===== src/rtl/pipeline_hazard_ctrl_pkg.sv =====
// Shared types and constants for the MIPS 5-stage hazard/forwarding controller.
package mips_pipe_pkg;

  // Shadow entries carry indices this wide; the top zero-extends REG_AW-bit indices into them.
  localparam int RIDX_W = 8;
  localparam int NSTG   = 3;
  localparam int ST_EX  = 0;
  localparam int ST_M   = 1;
  localparam int ST_WB  = 2;

  localparam logic [1:0] FWD_REG = 2'b00;
  localparam logic [1:0] FWD_WB  = 2'b01;
  localparam logic [1:0] FWD_MEM = 2'b10;

  typedef struct packed {
    logic              valid;
    logic [RIDX_W-1:0] rd;
    logic              regwrite;
    logic              memread;
    logic [RIDX_W-1:0] rs;
    logic [RIDX_W-1:0] rt;
    logic              use_rs;
    logic              use_rt;
  } stage_entry_t;

  function automatic bit branch_stage_ok(int s);
    return (s >= 1) && (s <= 3);
  endfunction

endpackage


===== src/rtl/pipeline_hazard_ctrl_if.sv =====
// ID-stage hazard inputs and pipeline-control outputs of the hazard controller.
interface pipeline_hazard_ctrl_if #(
  parameter int REG_AW = 5,
  parameter int CNT_W  = 16
);
  logic              id_valid;
  logic [REG_AW-1:0] id_rs;
  logic [REG_AW-1:0] id_rt;
  logic              id_use_rs;
  logic              id_use_rt;
  logic [REG_AW-1:0] id_rd;
  logic              id_regwrite;
  logic              id_memread;
  logic              redirect;
  logic              pc_we;
  logic              if_id_we;
  logic              if_id_flush;
  logic              id_ex_flush;
  logic              ex_m_flush;
  logic [1:0]        fwd_a;
  logic [1:0]        fwd_b;
  logic [CNT_W-1:0]  stall_cnt;
  logic [CNT_W-1:0]  flush_cnt;

  modport master (
    output id_valid, id_rs, id_rt, id_use_rs, id_use_rt, id_rd, id_regwrite, id_memread, redirect,
    input  pc_we, if_id_we, if_id_flush, id_ex_flush, ex_m_flush, fwd_a, fwd_b, stall_cnt, flush_cnt
  );

  modport slave (
    input  id_valid, id_rs, id_rt, id_use_rs, id_use_rt, id_rd, id_regwrite, id_memread, redirect,
    output pc_we, if_id_we, if_id_flush, id_ex_flush, ex_m_flush, fwd_a, fwd_b, stall_cnt, flush_cnt
  );
endinterface


===== src/rtl/pipeline_hazard_ctrl_shadow.sv =====
// One shadow pipeline entry: loads the older stage's entry, or a bubble on stall/flush.
module hazard_shadow_stage
  import mips_pipe_pkg::*;
(
  input  logic         clk,
  input  logic         reset,
  input  logic         bubble,
  input  logic         flush,
  input  stage_entry_t d,
  output stage_entry_t q
);

  always_ff @(posedge clk or negedge reset) begin
    if (!reset)              q <= '0;
    else if (bubble | flush) q <= '0;
    else                     q <= d;
  end

endmodule


===== src/rtl/pipeline_hazard_ctrl.sv =====
// Hazard/forwarding controller: shadow EX/M/WB destination tracking, EX forwarding
// selects, load-use/RAW stalls, redirect flushes and saturating stall/flush counters.
module pipeline_hazard_ctrl
  import mips_pipe_pkg::*;
#(
  parameter int REG_AW       = 5,
  parameter int BRANCH_STAGE = 3,
  parameter int FWD_ENABLE   = 1,
  parameter int RF_WT        = 1,
  parameter int CNT_W        = 16
) (
  input  logic                   clk,
  input  logic                   reset,
  pipeline_hazard_ctrl_if.slave  bus
);

  if (!branch_stage_ok(BRANCH_STAGE)) begin : g_bad_branch_stage
    $error("pipeline_hazard_ctrl: BRANCH_STAGE must be 1, 2 or 3");
  end
  if (REG_AW > RIDX_W) begin : g_bad_reg_aw
    $error("pipeline_hazard_ctrl: REG_AW exceeds shadow index width");
  end

  localparam bit FWD_ON = (FWD_ENABLE != 0);
  // Stages whose pending write blocks an ID read: EX loads only when forwarding,
  // otherwise everything not yet visible in the register file.
  localparam logic [NSTG-1:0] STALL_MASK = FWD_ON ? 3'b001 : ((RF_WT != 0) ? 3'b011 : 3'b111);

  stage_entry_t      d [NSTG];
  stage_entry_t      q [NSTG];
  logic [NSTG-1:0]   bubble, flush;
  logic [NSTG-1:0]   live, hit_rs, hit_rt;
  logic [NSTG-1:1]   hit_ea, hit_eb;
  logic [RIDX_W-1:0] rs_x, rt_x;
  logic              redir, ld_gate, src_rs, src_rt, stall;
  logic              fwd_ok_a, fwd_ok_b;
  logic [CNT_W-1:0]  stall_cnt, flush_cnt;

  // Gate redirect with reset so flushes read 0 while reset is held.
  assign redir = bus.redirect & reset;
  assign rs_x  = RIDX_W'(bus.id_rs);
  assign rt_x  = RIDX_W'(bus.id_rt);

  always_comb begin
    d[ST_EX]          = '0;
    d[ST_EX].valid    = bus.id_valid;
    d[ST_EX].rd       = RIDX_W'(bus.id_rd);
    d[ST_EX].regwrite = bus.id_regwrite;
    d[ST_EX].memread  = bus.id_memread;
    d[ST_EX].rs       = rs_x;
    d[ST_EX].rt       = rt_x;
    d[ST_EX].use_rs   = bus.id_use_rs;
    d[ST_EX].use_rt   = bus.id_use_rt;
  end
  assign d[ST_M]  = q[ST_EX];
  assign d[ST_WB] = q[ST_M];

  assign bubble = {1'b0, 1'b0, stall};
  assign flush  = {1'b0, redir & (BRANCH_STAGE == 3), redir & (BRANCH_STAGE >= 2)};

  for (genvar i = 0; i < NSTG; i++) begin : g_stg
    hazard_shadow_stage u_stg (
      .clk    (clk),
      .reset  (reset),
      .bubble (bubble[i]),
      .flush  (flush[i]),
      .d      (d[i]),
      .q      (q[i])
    );
    assign live[i]   = q[i].valid & q[i].regwrite & (q[i].rd != '0);
    assign hit_rs[i] = live[i] & (q[i].rd == rs_x);
    assign hit_rt[i] = live[i] & (q[i].rd == rt_x);
  end

  for (genvar i = 1; i < NSTG; i++) begin : g_fwd_hit
    assign hit_ea[i] = live[i] & (q[i].rd == q[ST_EX].rs);
    assign hit_eb[i] = live[i] & (q[i].rd == q[ST_EX].rt);
  end

  assign ld_gate = FWD_ON ? q[ST_EX].memread : 1'b1;
  assign src_rs  = ld_gate & (|(hit_rs & STALL_MASK));
  assign src_rt  = ld_gate & (|(hit_rt & STALL_MASK));
  assign stall   = bus.id_valid & ((bus.id_use_rs & src_rs) | (bus.id_use_rt & src_rt)) & ~redir;

  assign bus.pc_we       = ~stall;
  assign bus.if_id_we    = ~stall;
  assign bus.if_id_flush = redir;
  assign bus.id_ex_flush = stall | (redir & (BRANCH_STAGE >= 2));
  assign bus.ex_m_flush  = redir & (BRANCH_STAGE == 3);

  // M is the younger producer, so it wins over WB.
  assign fwd_ok_a  = FWD_ON & q[ST_EX].valid & q[ST_EX].use_rs;
  assign fwd_ok_b  = FWD_ON & q[ST_EX].valid & q[ST_EX].use_rt;
  assign bus.fwd_a = !fwd_ok_a ? FWD_REG : hit_ea[ST_M] ? FWD_MEM : hit_ea[ST_WB] ? FWD_WB : FWD_REG;
  assign bus.fwd_b = !fwd_ok_b ? FWD_REG : hit_eb[ST_M] ? FWD_MEM : hit_eb[ST_WB] ? FWD_WB : FWD_REG;

  always_ff @(posedge clk or negedge reset) begin
    if (!reset) begin
      stall_cnt <= '0;
      flush_cnt <= '0;
    end else begin
      if (stall && stall_cnt != '1) stall_cnt <= stall_cnt + 1'b1;
      if (redir && flush_cnt != '1) flush_cnt <= flush_cnt + 1'b1;
    end
  end

  assign bus.stall_cnt = stall_cnt;
  assign bus.flush_cnt = flush_cnt;

endmodule


===== src/flat_wrapper.sv =====
// flat-port wrapper written by rule: the top's interface ports become plain ports
module pipeline_hazard_ctrl_flat import mips_pipe_pkg::*;
#(
  parameter int REG_AW       = 5,
  parameter int BRANCH_STAGE = 3,
  parameter int FWD_ENABLE   = 1,
  parameter int RF_WT        = 1,
  parameter int CNT_W        = 16
)
  (clk, reset, bus_id_valid, bus_id_rs, bus_id_rt, bus_id_use_rs, bus_id_use_rt, bus_id_rd, bus_id_regwrite, bus_id_memread, bus_redirect, bus_pc_we, bus_if_id_we, bus_if_id_flush, bus_id_ex_flush, bus_ex_m_flush, bus_fwd_a, bus_fwd_b, bus_stall_cnt, bus_flush_cnt);
  pipeline_hazard_ctrl_if #(.REG_AW(REG_AW), .CNT_W(CNT_W)) bus_i ();
  input  logic clk;
  input  logic reset;
  input wire logic [$bits(bus_i.id_valid)-1:0] bus_id_valid;
  input wire logic [$bits(bus_i.id_rs)-1:0] bus_id_rs;
  input wire logic [$bits(bus_i.id_rt)-1:0] bus_id_rt;
  input wire logic [$bits(bus_i.id_use_rs)-1:0] bus_id_use_rs;
  input wire logic [$bits(bus_i.id_use_rt)-1:0] bus_id_use_rt;
  input wire logic [$bits(bus_i.id_rd)-1:0] bus_id_rd;
  input wire logic [$bits(bus_i.id_regwrite)-1:0] bus_id_regwrite;
  input wire logic [$bits(bus_i.id_memread)-1:0] bus_id_memread;
  input wire logic [$bits(bus_i.redirect)-1:0] bus_redirect;
  output wire logic [$bits(bus_i.pc_we)-1:0] bus_pc_we;
  output wire logic [$bits(bus_i.if_id_we)-1:0] bus_if_id_we;
  output wire logic [$bits(bus_i.if_id_flush)-1:0] bus_if_id_flush;
  output wire logic [$bits(bus_i.id_ex_flush)-1:0] bus_id_ex_flush;
  output wire logic [$bits(bus_i.ex_m_flush)-1:0] bus_ex_m_flush;
  output wire logic [$bits(bus_i.fwd_a)-1:0] bus_fwd_a;
  output wire logic [$bits(bus_i.fwd_b)-1:0] bus_fwd_b;
  output wire logic [$bits(bus_i.stall_cnt)-1:0] bus_stall_cnt;
  output wire logic [$bits(bus_i.flush_cnt)-1:0] bus_flush_cnt;
  assign bus_i.id_valid = bus_id_valid;
  assign bus_i.id_rs = bus_id_rs;
  assign bus_i.id_rt = bus_id_rt;
  assign bus_i.id_use_rs = bus_id_use_rs;
  assign bus_i.id_use_rt = bus_id_use_rt;
  assign bus_i.id_rd = bus_id_rd;
  assign bus_i.id_regwrite = bus_id_regwrite;
  assign bus_i.id_memread = bus_id_memread;
  assign bus_i.redirect = bus_redirect;
  assign bus_pc_we = bus_i.pc_we;
  assign bus_if_id_we = bus_i.if_id_we;
  assign bus_if_id_flush = bus_i.if_id_flush;
  assign bus_id_ex_flush = bus_i.id_ex_flush;
  assign bus_ex_m_flush = bus_i.ex_m_flush;
  assign bus_fwd_a = bus_i.fwd_a;
  assign bus_fwd_b = bus_i.fwd_b;
  assign bus_stall_cnt = bus_i.stall_cnt;
  assign bus_flush_cnt = bus_i.flush_cnt;
  pipeline_hazard_ctrl #(.REG_AW(REG_AW), .BRANCH_STAGE(BRANCH_STAGE), .FWD_ENABLE(FWD_ENABLE), .RF_WT(RF_WT), .CNT_W(CNT_W)) u_core (.clk(clk), .reset(reset), .bus(bus_i));
endmodule

===== config.mk =====
export PLATFORM = sky130hd
export DESIGN_NAME = pipeline_hazard_ctrl_flat
export DESIGN_NICKNAME = d
export VERILOG_FILES = /design/src/rtl/pipeline_hazard_ctrl_pkg.sv /design/src/rtl/pipeline_hazard_ctrl_if.sv /design/src/rtl/pipeline_hazard_ctrl_shadow.sv /design/src/rtl/pipeline_hazard_ctrl.sv /design/src/flat_wrapper.sv
export SDC_FILE = /design/constraint.sdc
export NUM_CORES = 1
export LEC_CHECK = 0
export ABC_AREA = 1
export CORE_ASPECT_RATIO = 0.9
export CORE_MARGIN = 2
export CORE_UTILIZATION = 26
export DETAILED_ROUTE_END_ITERATION = 8
export PLACE_DENSITY_LB_ADDON = 0.05
export SETUP_SLACK_MARGIN = 0.3
export SLEW_MARGIN = 5
export SYNTH_ARGS = -nofsm -noshare
export SYNTH_HDL_FRONTEND = slang
export SYNTH_HIERARCHICAL = 1
export SYNTH_SLANG_ARGS = --single-unit

===== constraint.sdc =====
create_clock -name clk -period 1.8 [get_ports clk]
set_clock_uncertainty 0.15 [all_clocks]
set_input_delay 0.36 -clock clk [delete_from_list [all_inputs] [get_ports clk]]
set_output_delay 0.36 -clock clk [all_outputs]
set_load 0.005 [all_outputs]

**After elaboration in Yosys (flattened, before gate mapping)**

Index checks and enable logic that the tools add are counted.

- Add/subtract/negate cells: 2
- $mul: 0
- Div/mod/pow operators: 0
- $lt $le $gt $ge: 0
- Equal/unequal tests: 8
- Shift operators: 0
- Mux-type cells: 8
- Bitwise operators: 25
- Reduce and logical (&&, ||, !) cells: 5

Operators with widths:

| cell | number |
|---|---|
| $mux W29 | 2 |
| $add A16 B1 Y16 const B | 2 |
| $eq A8 B8 Y1 | 4 |
| $ne A16 B16 Y1 const B | 2 |
| $reduce_bool A8 Y1 | 3 |
| $and A1 B1 Y1 | 21 |
| $eq A8 B5 Y1 | 2 |
| $mux W2 | 4 |
| $logic_and A1 B1 Y1 | 2 |
| $mux W1 | 2 |
| $not A1 Y1 | 2 |
| $or A1 B1 Y1 | 2 |

- Bits in registers: 81
- Latch bits: 0
- RAM bits: 0
- Bits in read-only memories: 0
- Bits of input ports: 23
- Output and inout port bits: 41
- Word-level logic and storage cells: 64
- Memories kept: 0

**Depth between registers and ports, before layout**

Gate-level depths: netlist (run 1).

- Depth after elaboration: 10
- Depth in mapped cells: 13
- Mapped depth without buffers: 11

**Hierarchy**

The synthesis (run 1) kept the hierarchy.

Modules (own cells, without submodules):

| module | instances | cells each | area an instance (sq um) |
|---|---|---|---|
| hazard_shadow_stage | 3 | 93 | 1,066.0 |
| pipeline_hazard_ctrl | 1 | 352 | 2,433.6 |

**Worst setup path before layout (run 1)**

No wires, ideal clock.

- Path type: flip-flop to flip-flop
- Start: register, netlist name u_core/g_stg[0].u_stg/q[25]
- End: register, netlist name u_core/g_stg[0].u_stg/q[18]
- Setup time: 0.116 ns
- Arrival time: 1.511 ns
- Required time: 1.534 ns
- Path slack: 0.024 ns
- Cell stages (with the launch flop): 13
- Clock period less this slack: 1.776 ns
- Cells stage by stage: dfrtp_1 -> nor2_1 -> nand2_1 -> nor2_1 -> nand3_1 -> nand2_2 -> nand3_1 -> inv_1 -> inv_1 -> nand2_1 -> buf_6 -> buf_12 -> nor2_4

- Cells in the longest elaborated chain, start to end: 10

Ends and longest elaborated chain:

| item | RTL line | source |
|---|---|---|
| $reduce_bool A8 Y1 | pipeline_hazard_ctrl.sv:70 | `assign live[i] = q[i].valid & q[i].regwrite & (q[i].rd != '0);` |
| $and A1 B1 Y1 | pipeline_hazard_ctrl.sv:70 |  |
| $and A1 B1 Y1 (on tied branches) | pipeline_hazard_ctrl.sv:71, pipeline_hazard_ctrl.sv:72 |  |
| $and A1 B1 Y1 (on tied branches) | pipeline_hazard_ctrl.sv:81, pipeline_hazard_ctrl.sv:82 |  |
| $and A1 B1 Y1 | pipeline_hazard_ctrl.sv:83 | `assign stall = bus.id_valid & ((bus.id_use_rs & src_rs) \| (bus.id_use_rt & src_rt)) & ~redir;` |
| $or A1 B1 Y1 * | pipeline_hazard_ctrl.sv:83 |  |
| $and A1 B1 Y1 * (2 in a row) | pipeline_hazard_ctrl.sv:83 |  |
| net u_core.stall | pipeline_hazard_ctrl.sv:35 | `logic redir, ld_gate, src_rs, src_rt, stall;` |
| $or A1 B1 Y1 * | pipeline_hazard_ctrl_shadow.sv:15 | `else if (bubble \| flush) q <= '0;` |
| $mux W29 * | pipeline_hazard_ctrl_shadow.sv:15 |  |

Mark *: on every way through the listed nets, which the timed path passes. The rest lies on a longest branch.
A chain may end at the register's enable or synchronous reset.

**Worst setup path in the final report (run 1)**

- Start: register, netlist name u_core/g_stg[1].u_stg/q[26]
- End: output port bus_fwd_b[1]

- Cells in the longest elaborated chain, start to end: 5

Ends and longest elaborated chain:

| item | RTL line | source |
|---|---|---|
| $reduce_bool A8 Y1 | pipeline_hazard_ctrl.sv:70 |  |
| $and A1 B1 Y1 | pipeline_hazard_ctrl.sv:70 |  |
| $and A1 B1 Y1 * | pipeline_hazard_ctrl.sv:77 | `assign hit_eb[i] = live[i] & (q[i].rd == q[ST_EX].rt);` |
| $mux W2 * (2 in a row) | pipeline_hazard_ctrl.sv:95 | `assign bus.fwd_b = !fwd_ok_b ? FWD_REG : hit_eb[ST_M] ? FWD_MEM : hit_eb[ST_WB] ? FWD_WB : FWD_REG;` |
| end, declared | flat_wrapper.sv:29 | `output wire logic [$bits(bus_i.fwd_b)-1:0] bus_fwd_b;` |

Mark *: on every way between the ends. The rest lies on a longest branch, timed or not.

==> run metrics, run 1 <==
Crit path arrival time=1.75 ns; clock buffer depth=2; Vias=3860; pre-CTS WS=-0.782 ns; first-pass GRT wire length=20100 um; clock sink total=81; post-route ant nets=0; CTS H-Tree Depth=3; largest net degree at the start of global routing=48; # setup viols final=43; final-stage net count=761; Site Rows=44; crit share post-route=125%; GRT Overall Usage=14.4%; Post-DP HPWL=8180 um; max cap viols=0; vias in the first global route=3956; power density over cell area=707 nW/um^2; peak supply drop=0.528 mV; fraction of layout cells with a size suffix above 1=46.2%; worst rel slew slack=58.4%; Die Area=17800 um^2; Worst-path clk slew=0.07 ns; failing checks=negative setup slack; DRC violations left=0; fin. max-slew vios=0; Finished Layout Cells=948; CTS Buf Count=9; worst-margin pin slew=0.624 ns; critical path class=reg2out; clock root buffer=clkbuf_16; io pins=64; Initial DRT Pass Iterations=4; die width=140 um; f_max=443 MHz; starting density of the core=26.8%; RSZ-0062 raised after global routing=true; Synth Cell Area=4360 um^2; latest clock arrival within the worst-skew pair=0.34 ns; placed cells=849; Yosys warnings=6; Tmin final=2.26 ns; DRT iter0 DRCs=226; Worst Setup End Kind=output port; Leak Pwr=3.67 nW; initial antenna violation count=0; Final Util=45.6%; critical path data required time=1.29 ns; Placer Congestion=0.794; outcome=finished with violations; HP Class=in2async; n_diodes=0; WL per Instance=13.0 um; routed vias/inst=4.07; core area=16200 um^2; gr ovfl total=0; crit-path max FO=2; Final Hold Fails=0; CP startpoint kind=flip-flop; final setup margin=-0.457 ns; CTS tree=done; Synth Instances=515; IO buf count=63; Layout Area Growth over Synthesis=69.9%; Mean Syn Cell Area=8.46 um^2; Post-Route WL=12300 um; Die Ht=127 um; Hold WS=0.0754 ns
area by class of cell:
class	instances	area (um^2)
fillers	1550	8840
multi-input cells	337	2460
flip-flops and latches	81	2040
repair buffers	208	1930
inverters	98	398
well taps	207	259
clock buffers	11	243
clock inverters	5	62.6
repair inverters	1	11.3
per-layer routing:
layer	GRT usage, %	share of wire, %
met3	3.74	3.3
met1	19.6	47
met2	22.9	48
met4	3.39	1.1
met5	0	0
per-stage QoR:
step	area (um^2)	total power, mW	setup TNS (ns)
2_1_floorplan	4470	2.43	0
3_3_place_gp	5720	2.83	-27.17
3_5_place_dp	5720	2.83	-27.96
4_1_cts	6950	5.08	-8.02
5_1_grt	7400	5.52	-11.97
6_report	7400	5.23	-7.51
cell usage in the layout, fill, tap and decap left out, types with 7 or more instances in the layout:
cell / count
buf_4: 101
inv_1: 86
nand2_1: 83
dfrtp_1: 72
buf_6: 53
nor2_4: 50
nor2_1: 43
nand2_2: 18
xnor2_1: 15
dlygate4sd2_1: 13
xor2_1: 13
clkdlybuf4s15_1: 12
conb_1: 12
nand2_4: 10
clkbuf_16: 9
nand3_2: 9
dfrtp_2: 9
clkdlybuf4s50_1: 8
nor2_2: 8
buf_2: 7
nand3b_1: 7
inv_2: 7
worst paths after layout:
path	startpoint	endpoint	slack, ns	depth (start not counted)
setup / recovery	u_core/g_stg[1].u_stg/q[26]	bus_fwd_b[1]	-0.46	8
hold / removal	reset	u_core/bus.flush_cnt[15]	0.08	3
setup reg to reg	u_core/g_stg[0].u_stg/q[25]	u_core/bus.stall_cnt[0]	-0.29	12
hold reg to reg	u_core/bus.flush_cnt[13]	u_core/bus.flush_cnt[13]	0.36	1
max in group asynchronous	reset	u_core/g_stg[0].u_stg/q[24]	0.90	3
min in group clk	bus_id_use_rs	u_core/g_stg[0].u_stg/q[1]	0.27	3
registers in the layout, indices dropped and copies added (netlist names):
name / flops
u_core/bus.flush_cnt: 16
u_core/bus.stall_cnt: 16
u_core/g_stg.u_stg/q: 49
critical path, stage by stage, from the launching register on:
cell	delay (ns)
dfrtp_2	0.43
buf_6	0.13
xnor2_2	0.13
nand4_1	0.11
nand3b_1	0.19
buf_4	0.15
buf_6	0.11
nor2_4	0.06
buf_2	0.10
power breakdown:
| part | switching [mW] | total (mW) | internal (mW) | leakage (nW) |
|---|---|---|---|---|
| combinational | 0.560 | 1.28 | 0.723 | 2.48 |
| sequential | 0.111 | 2.05 | 1.94 | 1.05 |
| clock | 0.774 | 1.90 | 1.12 | 0.143 |
| total | 1.44 | 5.23 | 3.78 | 3.67 |
what timing repair did:
item	CTS	global route
setup buffers	66	13
gates cloned	4	0
endpoints found under the setup margin	95	77
pin swaps	38	45
resized for setup	265	88
hold buffers	0	0
(Power assumes the default switching activity.)
==> inputs of run 2 (changes only) <==
Settings changed: ABC_AREA 1 to default, CORE_ASPECT_RATIO 0.9 to default.
==> run metrics, run 2 <==
outcome=finished with violations (unchanged); failing checks=negative setup slack (unchanged); power density over cell area=684 nW/um^2 (was 707 nW/um^2); Die Ht=130 um (was 127 um); critical path class=reg2out (unchanged); critical path data required time=1.29 ns (about the same); worst-margin pin slew=0.653 ns (was 0.624 ns); Layout Area Growth over Synthesis=73.1% (was 69.9%); routed vias/inst=4.31 (was 4.07); DRT iter0 DRCs=88 (was 226); Die Area=16800 um^2 (was 17800 um^2); gr ovfl total=0 (unchanged); Final Hold Fails=0 (unchanged); most common cell after layout, fill and taps aside=buf_4 (unchanged); largest net degree at the start of global routing=52 (was 48); Post-Route WL=12400 um (was 12300 um); initial antenna violation count=0 (unchanged); Synth Cell Area=4110 um^2 (was 4360 um^2); worst rel slew slack=56.4% (was 58.4%); Tmin final=2.35 ns (was 2.26 ns); Design Power=4.87 mW (was 5.23 mW); Yosys warnings=6 (unchanged); clock buffer depth=2 (unchanged); HP Class=in2async (unchanged); Final Util=46.5% (was 45.6%); max reg flops=49 (unchanged); CTS Buf Count=9 (unchanged); Post-DP HPWL=8160 um (was 8180 um); vias in the first global route=3534 (was 3956); Crit path arrival time=1.84 ns (was 1.75 ns); fraction of layout cells with a size suffix above 1=54.9% (was 46.2%); post-route ant nets=0 (unchanged); GRT Overall Usage=15.7% (was 14.4%); Leak Pwr=3.43 nW (was 3.67 nW); crit-path max FO=3 (was 2); largest registers=u_core/g_stg.u_stg/q (49), u_core/bus.flush_cnt (16), u_core/bus.stall_cnt (16) (unchanged); die width=130 um (was 140 um); Worst Setup End Kind=output port (unchanged); R2R cell count=9 (was 12); Most flops, register=u_core/g_stg.u_stg/q (unchanged); f_max=425 MHz (was 443 MHz); IO buf count=63 (unchanged); clock sink total=81 (unchanged); max cap viols=0 (unchanged); Placer Congestion=0.738 (was 0.794); Synth Instances=339 (was 515); CP startpoint kind=flip-flop (unchanged); Mean Syn Cell Area=12.1 um^2 (was 8.46 um^2); Hold WS=0.0469 ns (was 0.0754 ns); core area=15300 um^2 (was 16200 um^2); RSZ-0062 raised after global routing=true (unchanged); Vias=3274 (was 3860); final setup margin=-0.555 ns (was -0.457 ns); CTS H-Tree Depth=3 (unchanged); Worst-path clk slew=0.06 ns (was 0.07 ns); Initial DRT Pass Iterations=4 (unchanged); DRC violations left=0 (unchanged); fin. max-slew vios=0 (unchanged); # setup viols final=43 (unchanged); WL per Instance=16.3 um (was 13.0 um); latest clock arrival within the worst-skew pair=0.34 ns (about the same); peak supply drop=0.480 mV (was 0.528 mV); Site Rows=45 (was 44); most frequent cells in the layout=buf_4, buf_6, dfrtp_1 (was buf_4, inv_1, nand2_1); first-pass GRT wire length=19500 um (was 20100 um); io pins=64 (unchanged); starting density of the core=26.8% (about the same); n_diodes=0 (unchanged); crit share post-route=131% (was 125%); CTS tree=done (unchanged); final-stage net count=571 (was 761); clock root buffer=clkbuf_16 (unchanged)
-- run 2: worst paths after layout --
| path | startpoint | end | slack, ns |
|---|---|---|---|
| min | reset | u_core/g_stg[0].u_stg/q[15] | 0.05 |
| max reg2reg | u_core/g_stg[0].u_stg/q[20] | u_core/bus.stall_cnt[6] | -0.44 |
| min in group clk | bus_id_rt[0] | u_core/g_stg[0].u_stg/q[2] | 0.21 |
| min reg2reg | u_core/bus.flush_cnt[11] | u_core/bus.flush_cnt[11] | 0.37 |
| max in group asynchronous | reset | u_core/bus.flush_cnt[2] | 0.55 |
| max | u_core/g_stg[0].u_stg/q[20] | bus_id_ex_flush | -0.55 |
-- run 2: through the flow --
| step | setup TNS [ns] | instances | cell area [um^2] | worst slack (ns) |
|---|---|---|---|---|
| finish | -15.06 | 759 | 7120 | -0.555 |
| global route | -18.20 | 759 | 7120 | -0.658 |
| CTS | -16.84 | 736 | 6670 | -0.600 |
| detailed placement | -34.46 | 675 | 5530 | -0.986 |
| global placement | -31.88 | 675 | 5530 | -0.966 |
| floorplan | -5.75 | 350 | 4260 | -0.264 |
-- run 2: timing repair --
| action | 4_1_cts | 5_1_grt |
|---|---|---|
| gates cloned | 3 | 0 |
| hold buffers | 0 | 0 |
| pin swaps | 69 | 48 |
| resized for setup | 276 | 57 |
| buffers inserted | 45 | 23 |
| endpoints found under the setup margin | 103 | 80 |
-- run 2: power breakdown --
group	total, mW	switching (mW)	leakage [nW]	internal [mW]
logic	1.17	0.465	2.26	0.702
clock network	1.63	0.684	0.124	0.947
registers	2.07	0.125	1.05	1.95
-- run 2: metal layers --
metal / GRT usage, % / part of all wire, %
met5: 0 / 0
met4: 5.88 / 1.9
met3: 3.36 / 3.2
met2: 27.1 / 53
met1: 19.2 / 42
-- run 2: area by class of cell --
cell class	count	area, um^2
fillers	1489	8200
well taps	211	264
flip-flops and latches	81	2030
multi-input cells	245	2510
inverters	5	31.3
repair buffers	204	2020
clock buffers	12	246
clock inverters	1	5.00
-- run 2: critical path: stages (launching register included) --
cell and delay (ns):
dfrtp_2 0.45, xor2_1 0.17, nor4_2 0.31, a22oi_2 0.15, buf_6 0.14, nand2b_4 0.13
nand2_4 0.06, buf_6 0.09
